File: config.mk
export PLATFORM = sky130hd
export DESIGN_NAME = dmem_arbiter
export DESIGN_NICKNAME = d
export VERILOG_FILES = /design/src/rtl/dmem_pkg.sv /design/src/rtl/rr_burst_grant.sv /design/src/rtl/dmem_arbiter.sv
export SDC_FILE = /design/constraint.sdc
export NUM_CORES = 1
export LEC_CHECK = 0
export ABC_AREA = 0
export CAP_MARGIN = 20
export CORE_AREA = 2 2 122 124
export DETAILED_ROUTE_END_ITERATION = 8
export DIE_AREA = 0 0 124 126
export SLEW_MARGIN = 20
export SYNTH_ARGS = -nofsm -noshare
export SYNTH_HDL_FRONTEND = slang
export SYNTH_SLANG_ARGS = --single-unit
File: constraint.sdc
create_clock -name clk -period 4.95 [get_ports clk]
set_clock_uncertainty 0.15 [all_clocks]
set_input_delay 0.99 -clock clk [delete_from_list [all_inputs] [get_ports clk]]
set_output_delay 0.99 -clock clk [all_outputs]
set_load 0.01 [all_outputs]
File: src/rtl/dmem_pkg.sv
// dmem_pkg: shared port encodings, widths and request bundle for the data-memory arbiter
package dmem_pkg;
   localparam logic [1:0] PORT_NONE = 2'd0;
   localparam logic [1:0] PORT_CPU  = 2'd1;
   localparam logic [1:0] PORT_DMA  = 2'd2;
   localparam int DMEM_ADDR_W = 32;
   localparam int DMEM_DATA_W = 32;
   localparam int DMEM_MASK_W = 4;
   typedef struct packed {
      logic                   we;
      logic [DMEM_ADDR_W-1:0] addr;
      logic [DMEM_DATA_W-1:0] wdata;
      logic [DMEM_MASK_W-1:0] mask;
   } dmem_req_t;
endpackage

File: src/rtl/rr_burst_grant.sv
// rr_burst_grant: round-robin grant between CPU and DMA with a bounded burst lock
module rr_burst_grant
   import dmem_pkg::*;
#(
   parameter int  BURST_MAX = 4,
   localparam int CNT_W     = $clog2(BURST_MAX + 1)
) (
   input  logic       clk,
   input  logic       rst,
   input  logic       cpu_valid,
   input  logic       dma_valid,
   output logic [1:0] grant
);
   logic [1:0]       owner_q, owner_d, gnt_port;
   logic [CNT_W-1:0] cnt_q, cnt_d;
   logic             locked, pick_dma, gnt_cpu, gnt_dma;
   always_comb begin
      locked   = cnt_q >= CNT_W'(BURST_MAX);
      // contention: the current owner keeps the port until it has used its burst
      pick_dma = (cpu_valid && dma_valid)
               ? ((owner_q == PORT_DMA) ? !locked : ((owner_q == PORT_CPU) && locked))
               : dma_valid;
      gnt_cpu  = !rst && cpu_valid && !pick_dma;
      gnt_dma  = !rst && dma_valid && pick_dma;
      gnt_port = gnt_cpu ? PORT_CPU : gnt_dma ? PORT_DMA : PORT_NONE;
      owner_d  = gnt_port;
      cnt_d    = (gnt_port == PORT_NONE) ? '0
               : (gnt_port != owner_q)   ? CNT_W'(1)
               : locked                  ? cnt_q
               : cnt_q + CNT_W'(1);
   end
   assign grant = {gnt_dma, gnt_cpu};
   always_ff @(posedge clk) begin
      if (rst) begin
         owner_q <= PORT_NONE;
         cnt_q   <= '0;
      end else begin
         owner_q <= owner_d;
         cnt_q   <= cnt_d;
      end
   end
endmodule

File: src/rtl/dmem_arbiter.sv
// dmem_arbiter: shares one data-memory port between CPU and DMA with 1-cycle responses
module dmem_arbiter
   import dmem_pkg::*;
#(
   parameter int BURST_MAX = 4
) (
   input  logic                   clk,
   input  logic                   rst,
   input  logic                   cpu_req_valid,
   output logic                   cpu_req_ready,
   input  logic                   cpu_req_we,
   input  logic [DMEM_ADDR_W-1:0] cpu_req_addr,
   input  logic [DMEM_DATA_W-1:0] cpu_req_wdata,
   input  logic [DMEM_MASK_W-1:0] cpu_req_mask,
   output logic                   cpu_rsp_valid,
   output logic [DMEM_DATA_W-1:0] cpu_rsp_rdata,
   input  logic                   dma_req_valid,
   output logic                   dma_req_ready,
   input  logic                   dma_req_we,
   input  logic [DMEM_ADDR_W-1:0] dma_req_addr,
   input  logic [DMEM_DATA_W-1:0] dma_req_wdata,
   input  logic [DMEM_MASK_W-1:0] dma_req_mask,
   output logic                   dma_rsp_valid,
   output logic [DMEM_DATA_W-1:0] dma_rsp_rdata,
   output logic                   mem_MemRW,
   output logic [DMEM_ADDR_W-1:0] mem_addr,
   output logic [DMEM_DATA_W-1:0] mem_dataW,
   output logic [DMEM_MASK_W-1:0] mem_MemWriteMask,
   input  logic [DMEM_DATA_W-1:0] mem_dataR
);
   logic [1:0]             grant, rsp_sel_q, rsp_sel_d;
   logic [DMEM_DATA_W-1:0] rsp_data_q, rsp_data_d;
   dmem_req_t              cpu_req, dma_req, sel_req;
   rr_burst_grant #(.BURST_MAX(BURST_MAX)) u_grant (
      .clk       (clk),
      .rst       (rst),
      .cpu_valid (cpu_req_valid),
      .dma_valid (dma_req_valid),
      .grant     (grant)
   );
   always_comb begin
      cpu_req    = {cpu_req_we, cpu_req_addr, cpu_req_wdata, cpu_req_mask};
      dma_req    = {dma_req_we, dma_req_addr, dma_req_wdata, dma_req_mask};
      sel_req    = grant[0] ? cpu_req : grant[1] ? dma_req : '0;
      rsp_sel_d  = grant[0] ? PORT_CPU : grant[1] ? PORT_DMA : PORT_NONE;
      rsp_data_d = (|grant && !sel_req.we) ? mem_dataR : '0;
   end
   assign cpu_req_ready    = grant[0];
   assign dma_req_ready    = grant[1];
   assign mem_MemRW        = sel_req.we;
   assign mem_addr         = sel_req.addr;
   assign mem_dataW        = sel_req.wdata;
   assign mem_MemWriteMask = sel_req.mask;
   // responses are masked during rst so an in-flight one is dropped immediately
   assign cpu_rsp_valid    = !rst && (rsp_sel_q == PORT_CPU);
   assign dma_rsp_valid    = !rst && (rsp_sel_q == PORT_DMA);
   assign cpu_rsp_rdata    = cpu_rsp_valid ? rsp_data_q : '0;
   assign dma_rsp_rdata    = dma_rsp_valid ? rsp_data_q : '0;
   always_ff @(posedge clk) begin
      if (rst) begin
         rsp_sel_q  <= PORT_NONE;
         rsp_data_q <= '0;
      end else begin
         rsp_sel_q  <= rsp_sel_d;
         rsp_data_q <= rsp_data_d;
      end
   end
endmodule

Word-level counts from Yosys, hierarchy flattened. Cells that the tools add are included.

Flip-flop bits (word level): 37. Bits of input ports: 174. Output and inout bits: 137. Logic and storage cells: 39.

$add $sub $neg: 1. $lt $le $gt $ge: 1. Eq/ne operators: 4. Multiplexer cells: 10. Bitwise operators: 1. Reductions and logical operators: 18.

Operator list (number): $mux W69 (2); $mux W32 (2); $logic_and A1 B1 Y1 (9); $reduce_or A2 Y1 (3); $logic_not A1 Y1 (4); $mux W1 (4); $mux W2 (2); $add A3 B1 Y3 const B (1); $ge A3 B3 Y1 const B (1); $reduce_or A3 Y1 (1); $eq A2 B1 Y1 const B (1); $eq A2 B2 Y1 const B (1); $logic_not A2 Y1 (1); $ne A2 B2 Y1 (1); $ne A2 B2 Y1 const B (1); $not A1 Y1 (1).

Longest topological paths before layout. Gate-level depths: netlist (run 1).

Depth in word-level cells: 11. Gate-level depth with buffers: 7. Depth with buffers taken out: 4.

Hierarchy. From an unflattened synthesis (run 1), not the netlist that was laid out.

Cells, all modules: 310. Area total of the unflattened synthesis: 2621.3 um2.

Modules (own cells, without submodules): dmem_arbiter (times used 1, cells each 276, area an instance 2307.2 um2, sequential area each 680.7 um2); rr_burst_grant (times used 1, cells each 34, area an instance 314.1 um2, sequential area each 100.1 um2).

Least setup slack after synthesis (run 1). OpenSTA, ideal clock, no wires.

Path kind: input to output. Start point: input port cpu_req_valid. End point: output port mem_addr[24]. Data arrival time: 2.003 ns. Data required time: 3.810 ns. Slack: 1.807 ns. Stages: 5. Buffers on the path: 2. Path through: inv_1 -> o311a_1 -> buf_2 -> clkbuf_1 -> a22o_1.

Longest elaborated chain between the ends: 5. Elaborated cells on any way between the ends: 8. Classes of those cells: mux (3); reduce/logical (5).

RTL lines: start, declared (line dmem_arbiter.sv:9) `input logic cpu_req_valid,`; $logic_and A1 B1 Y1 (line rr_burst_grant.sv:20) `pick_dma = (cpu_valid && dma_valid)`; $mux W1 (line rr_burst_grant.sv:21) `? ((owner_q == PORT_DMA) ? !locked : ((owner_q == PORT_CPU) && locked))`; $logic_and A1 B1 Y1 (line rr_burst_grant.sv:24) `gnt_dma = !rst && dma_valid && pick_dma;`; named net dma_req_ready (line dmem_arbiter.sv:18) `output logic dma_req_ready,`; $mux W69 (2 in a row) (line dmem_arbiter.sv:44) `sel_req = grant[0] ? cpu_req : grant[1] ? dma_req : '0;`; end, declared (line dmem_arbiter.sv:26) `output logic [DMEM_ADDR_W-1:0] mem_addr,`.

The timed path passes the listed nets, and every way through them passes these cells.

Worst setup path after layout (run 1).
Start point: input port cpu_req_valid. End point: output port mem_addr[3].

Longest elaborated chain between the ends: 5. Elaborated cells on any way between the ends: 8. Classes of those cells: mux (3); reduce/logical (5).

RTL lines (line): $logic_and A1 B1 Y1 (rr_burst_grant.sv:20); $mux W1 (rr_burst_grant.sv:21); $logic_and A1 B1 Y1 / $logic_not A1 Y1 (equally long branches) (rr_burst_grant.sv:24, rr_burst_grant.sv:23); $mux W69 / $logic_and A1 B1 Y1 (equally long branches) (dmem_arbiter.sv:44, rr_burst_grant.sv:23); $mux W69 * (dmem_arbiter.sv:44).

Every way passes the cells marked *; elsewhere a longest branch is shown, timed or not.

==> run metrics, run 1 <==
largest net degree at the start of global routing 70; vias in the first global route around 3200; root buffer cell clkbuf_16; Cells after DPL 740; post-synth top area cell dfxtp_1; height of the chip 126 um; Multi-input gate area ~0.0015 mm^2; Setup Buffers After CTS 0; Seq. cell area around 740 um^2; Post-CTS Resized 0; grt ovf 0; final hold vios 0; LEAKAGE 2.21 nW; CP Class in -> out; core area 0.0143 mm^2; internal power 0.000765 W; slowest CP cell clkdlybuf4s50_1; nets between 700 and 800; Worst setup EP type output pin; crit-path max cell delay roughly 0.60 ns; drt first pass iters 4; CP top delay family buffers and inverters; Max Root-Sink Buffers 2; Mapped Nets about 440; Final Max Slew Viols 0; worst ir drop on vdd 132 uV; Avg Cell Area, Syn about 8.8 um^2; post-synth top area share 0.315; top-level I/O count slightly above 300; GRT Util Overall 0.168; Post-Synthesis Cells roughly 270; RSZ-0062 raised after global routing false; P_sw ~0.00025 W; Hold Path Class reg -> reg; Pwr per Cell Area around 180 mW/mm^2; Post-synth top flop dfxtp_1; Switching Share 0.248; final setup vio count 0; DRT antenna net count 0; worst hold slack ~0.40 ns; fin crit share 0.902; CP Launch Type input port; max_cap viols 0; post-synthesis sequential area ratio 0.315; CP Data Required Time 3.81 ns; worst slew pin tran about 0.43 ns; post-synthesis async set-or-reset flop share 0; Final min period about 4.5 ns; Row Count between 40 and 50; CP most frequent cell clkdlybuf4s50_1; # fillers between 1000 and 1500; layout cell share with drive strength beyond 1 0.0337; first-pass GRT wire length slightly below 20000 um; Die X around 120 um; flops & latches, synth 37; Post-synth EDFFs 0; Post-Route WL 14400 um; I/O Buffers 310; clock tree from TritonCTS yes; DR vias/cell 4.33; Critical Path Stages 6; Hold Buf Count CTS 0; initial DRC count between 100 and 150; later-pin clock latency in the skew report ~0.28 ns; H-tree levels 2; Final TNS setup 0 ns; final std cells w/o fill ~750; via count roughly 3200; combinational share of power 0.354; dpl hpwl ~11000 um; Num CTS Buffers 5; Reg2Reg Depth 6; Crit Path Max Fanout roughly 60; drt wl/cell approximately 19 um; clk sink count 37; drc violations 0; FMAX 224 MHz; crit path DAT approximately 3.3 ns; part of the power in the clock network 0.327; Commonest cells post-synth and2_1 (96), a22o_1 (69), dfxtp_1 (37); Area contributors post-synth dfxtp_1 (31%), a22o_1 (26%), and2_1 (26%); initial core utilization 0.164; routability cong. ~0.88; count leader, synth and2_1; hold path cells 2; synthesized cell area about 0.0024 mm^2; antenna fix cells 0; initial antenna violation count 1; Slew headroom 0.714; critical path, cell by cell clkdlybuf4s50_1 -> inv_1 -> o311a_2 -> buf_12 -> a22o_1 -> clkdlybuf4s50_1; Pwr Total ~0.0010 W; Sequential Power Share 0.319; run status finished clean; Die Area approximately 0.016 mm^2; Layout area overhead 146%; post-synthesis cell type count 29; Buf/Inv on CP 4; Reg clk slew, reported paths about 0.06 ns; synth warn 0
==> flip-flops by register name (all words and copies together) (netlist names) <==
signal           cells
u_grant.cnt_q        3
rsp_data_q          32
u_grant.owner_q      2
==> final timing paths <==
kind                                               startpoint                       endpoint  slack (ns)
worst max-delay path                            cpu_req_valid                    mem_addr[3]        0.49
worst min-delay path            u_grant.cnt_q[1]$_SDFFE_PP0N_  u_grant.cnt_q[1]$_SDFFE_PP0N_        0.40
worst max register to register  u_grant.owner_q[1]$_SDFF_PP0_       rsp_data_q[3]$_SDFF_PP0_        2.47
worst min register to register  u_grant.cnt_q[1]$_SDFFE_PP0N_  u_grant.cnt_q[1]$_SDFFE_PP0N_        0.40
==> power groups by stage <==
stage	clock [W]	combinational [W]	sequential, W
after floorplan	0	0.000112	0.000327
after detailed placement	0	0.000360	0.000331
after global placement	0	0.000361	0.000330
final	0.000333	0.000360	0.000324
after global routing	0.000357	0.000381	0.000327
after CTS	0.000341	0.000363	0.000325
==> routing by layer <==
metal	GRT usage	part of all wire	vias to the layer above
met5	0	0.0010	-
met4	0.0324	0.011	2
met3	0.0697	0.12	13
met2	0.289	0.47	179
met1	0.197	0.40	1512
li1	-	-	1535
==> worst reg2reg max path, cell delays in order, from the launching register on <==
cell and delay [ns]:
dfxtp_1 0.45, and3b_1 0.24, o311a_2 0.51, buf_12 0.25
a221oi_4 0.29, buf_4 0.32, and2_1 0.20
==> final cells by class <==
cell class              count  share of cell area
repair buffers            315               0.548
multi-input cells         200               0.255
flip-flops and latches     37               0.128
well taps                 184              0.0398
clock buffers               7              0.0264
inverters                   4             0.00260
clock inverters             1            0.000866
==> metrics by stage <==
step | utilization | area (um^2) | setup slack [ns]
detailed placement | 0.393 | 5620 | 0.475
floorplan | - | 2350 | 1.81
finish | 0.404 | 5780 | 0.487
CTS | 0.404 | 5780 | 0.469
global route | 0.404 | 5780 | 0.388
global placement | 0.393 | 5620 | 0.519
==> cell families after synthesis <==
| logic type | after synthesis | share of synthesized area |
|---|---|---|
| AO/OA/AOI/OAI | 78 | 0.293 |
| XOR/XNOR | 1 | 0.00372 |
| adder cells (fa/ha/maj) | 2 | 0.0106 |
| buffers and inverters | 29 | 0.0628 |
| flip-flops | 37 | 0.315 |
| multiplexers | 1 | 0.00426 |
| AND/OR/NAND/NOR | 118 | 0.311 |
==> cell usage in the layout, fill, tap and decap left out, types with 2 or more instances in the layout <==
cell | Yosys | routed
inv_1 | 4 | 4
nand2b_1 | 3 | 3
clkbuf_16 | 0 | 5
clkdlybuf4s50_1 | 0 | 310
nand3b_1 | 2 | 2
a22o_1 | 69 | 69
buf_12 | 0 | 2
and2_1 | 96 | 96
nor2_2 | 0 | 2
nor2_1 | 7 | 5
a21oi_1 | 2 | 2
clkbuf_8 | 0 | 2
dfxtp_1 | 37 | 37
ha_1 | 2 | 2
and3_1 | 3 | 2
buf_4 | 2 | 3
Note: power is estimated with default switching activity, not from simulation.
==> run 2, diff against run 1 <==
CAP_MARGIN = 5   (was 20)
CORE_AREA = 2 2 120 122   (was 2 2 122 124)
CTS_BUF_LIST = sky130_fd_sc_hd__clkbuf_4 sky130_fd_sc_hd__clkbuf_8   (was unset)
DIE_AREA = 0 0 122 124   (was 0 0 124 126)
==> run metrics, run 2 (synthesis results as in run 1) <==
internal power about 0.00066 W; CP Launch Type input port; via count about 3200; height of the chip ~120 um; worst slew pin tran approximately 0.57 ns; most flop-heavy register rsp_data_q; I/O Buffers a little over 300; Worst setup EP type output pin; Cells after DPL approximately 740; Hold Path Class reg -> reg; setup slack, reg-to-reg between 2 and 2.5 ns; reg2reg end rsp_data_q[11]$_SDFF_PP0_; vias in the first global route ~3300; drt first pass iters 4; grt ovf 0; Row Count 43; Design Area, Final around 0.0057 mm^2; drc violations 0; routability cong. 0.865; # fillers around 1300; Num CTS Buffers 5; met3 GRT Util 0.0838; part of the power in the clock network 0.243; Critical Path Start cpu_req_valid; layout cell share with drive strength beyond 1 0.0319; DRT antenna net count 0; CP Class in -> out; Slew headroom 0.622; clock tree from TritonCTS yes; Setup Buffers After CTS 0; final std cells w/o fill between 700 and 800; LEAKAGE 2.19 nW; final hold vios 0; Final Max Slew Viols 0; RSZ-0062 raised after global routing false; dpl hpwl between 10000 and 15000 um; first-pass GRT wire length approximately 20000 um; later-pin clock latency in the skew report roughly 0.29 ns; Die X about 120 um; drt wl/cell ~19 um; P_sw 0.000243 W; Switching Share 0.268; Final min period ~4.5 ns; initial antenna violation count 1; met1 usage 0.198; Layout area overhead 143%; antenna fix cells 0; clk sink count 37; biggest regs rsp_data_q x32, u_grant.cnt_q x3, u_grant.owner_q x2; worst ir drop on vdd 160 uV; most common cell after layout, fill and taps aside clkdlybuf4s50_1; fin crit share 0.911; Area after DPL approximately 0.0056 mm^2; max reg flops 32; Post-CTS Resized 0; Crit Path Max Fanout between 40 and 50; FMAX 222 MHz; Most Crowded Layer GR met2; Die Area roughly 0.015 mm^2; Post-Route WL 14300 um; Sequential Power Share 0.358; Layout Utilization 0.417; final setup vio count 0; FF-to-FF Start u_grant.owner_q[1]$_SDFF_PP0_; crit path DAT around 3.4 ns; run status finished clean; top-level I/O count 311; nets around 740; root buffer cell clkbuf_8; Hold Buf Count CTS 0; largest net degree at the start of global routing a little under 70; Final TNS setup 0 ns; Max Root-Sink Buffers 2; GRT Util Overall 0.177; Reg clk slew, reported paths around 0.07 ns; most frequent cells in the layout clkdlybuf4s50_1 (310), and2_1 (96), a22o_1 (69); core area 0.0137 mm^2; Pwr per Cell Area approximately 160 mW/mm^2; M2 GR Usage 0.297; CP Data Required Time 3.81 ns; max_cap viols 0; DR vias/cell about 4.4; initial DRC count between 150 and 200; Reg2Reg Depth 6; initial core utilization 0.171; H-tree levels 2; combinational share of power 0.399; crit path to mem_addr[3]
[run 2: cell types whose count changed in the layout (fill, tap and decap cells not counted), sizes merged]
cell	previous run	this run
clkbuf	7	6
buf	5	7
clkinv	1	0
clkinvlp	0	1
[run 2: power groups by stage]
stage               sequential [W]  clock [W]  combinational (W)
finish                    0.000324   0.000220           0.000361
floorplan                 0.000327          0           0.000112
detailed placement        0.000330          0           0.000362
CTS                       0.000324   0.000231           0.000365
global placement          0.000330          0           0.000361
global route              0.000326   0.000242           0.000382
[run 2: worst max-delay path, cell delays in order]
cell	delay, ns
clkdlybuf4s50_1	0.60
inv_1	0.12
o311a_2	0.63
buf_12	0.27
a22o_1	0.20
clkdlybuf4s50_1	0.54
[run 2: layout make-up]
| type | count | area, um^2 | area share |
|---|---|---|---|
| clock buffer | 6 | 82.6 | 0.0144 |
| clock inverter | 1 | 7.51 | 0.00131 |
| inverter | 4 | 15.0 | 0.00263 |
| multi-input combinational | 200 | 1470 | 0.256 |
| sequential | 37 | 741 | 0.130 |
| tap | 180 | 225 | 0.0394 |
| timing repair buffer | 317 | 3180 | 0.556 |
[run 2: how the worst min path moves through the flow]
stage,startpoint,depth (start not counted),endpoint
finish,u_grant.cnt_q[1]$_SDFFE_PP0N_,2,u_grant.cnt_q[1]$_SDFFE_PP0N_
global route,u_grant.cnt_q[1]$_SDFFE_PP0N_,2,u_grant.cnt_q[1]$_SDFFE_PP0N_
CTS,u_grant.cnt_q[1]$_SDFFE_PP0N_,2,u_grant.cnt_q[1]$_SDFFE_PP0N_
detailed placement,u_grant.cnt_q[1]$_SDFFE_PP0N_,2,u_grant.cnt_q[1]$_SDFFE_PP0N_
global placement,u_grant.cnt_q[1]$_SDFFE_PP0N_,2,u_grant.cnt_q[1]$_SDFFE_PP0N_
floorplan,u_grant.cnt_q[1]$_SDFFE_PP0N_,2,u_grant.cnt_q[1]$_SDFFE_PP0N_
[run 2: routing by layer]
layer | vias to the layer above | wire length, um
met5 | - | 10
met2 | 199 | 6610
met3 | 21 | 1910
met1 | 1485 | 5470
met4 | 2 | 308
li1 | 1536 | -
[run 2: through the flow]
step / hold slack, ns / setup slack, ns / power (W)
after floorplan: 0.340 / 1.81 / 0.000439
after global placement: 0.358 / 0.486 / 0.000691
after detailed placement: 0.386 / 0.444 / 0.000692
after CTS: 0.410 / 0.441 / 0.000920
after global routing: 0.417 / 0.303 / 0.000950
final: 0.406 / 0.442 / 0.000905
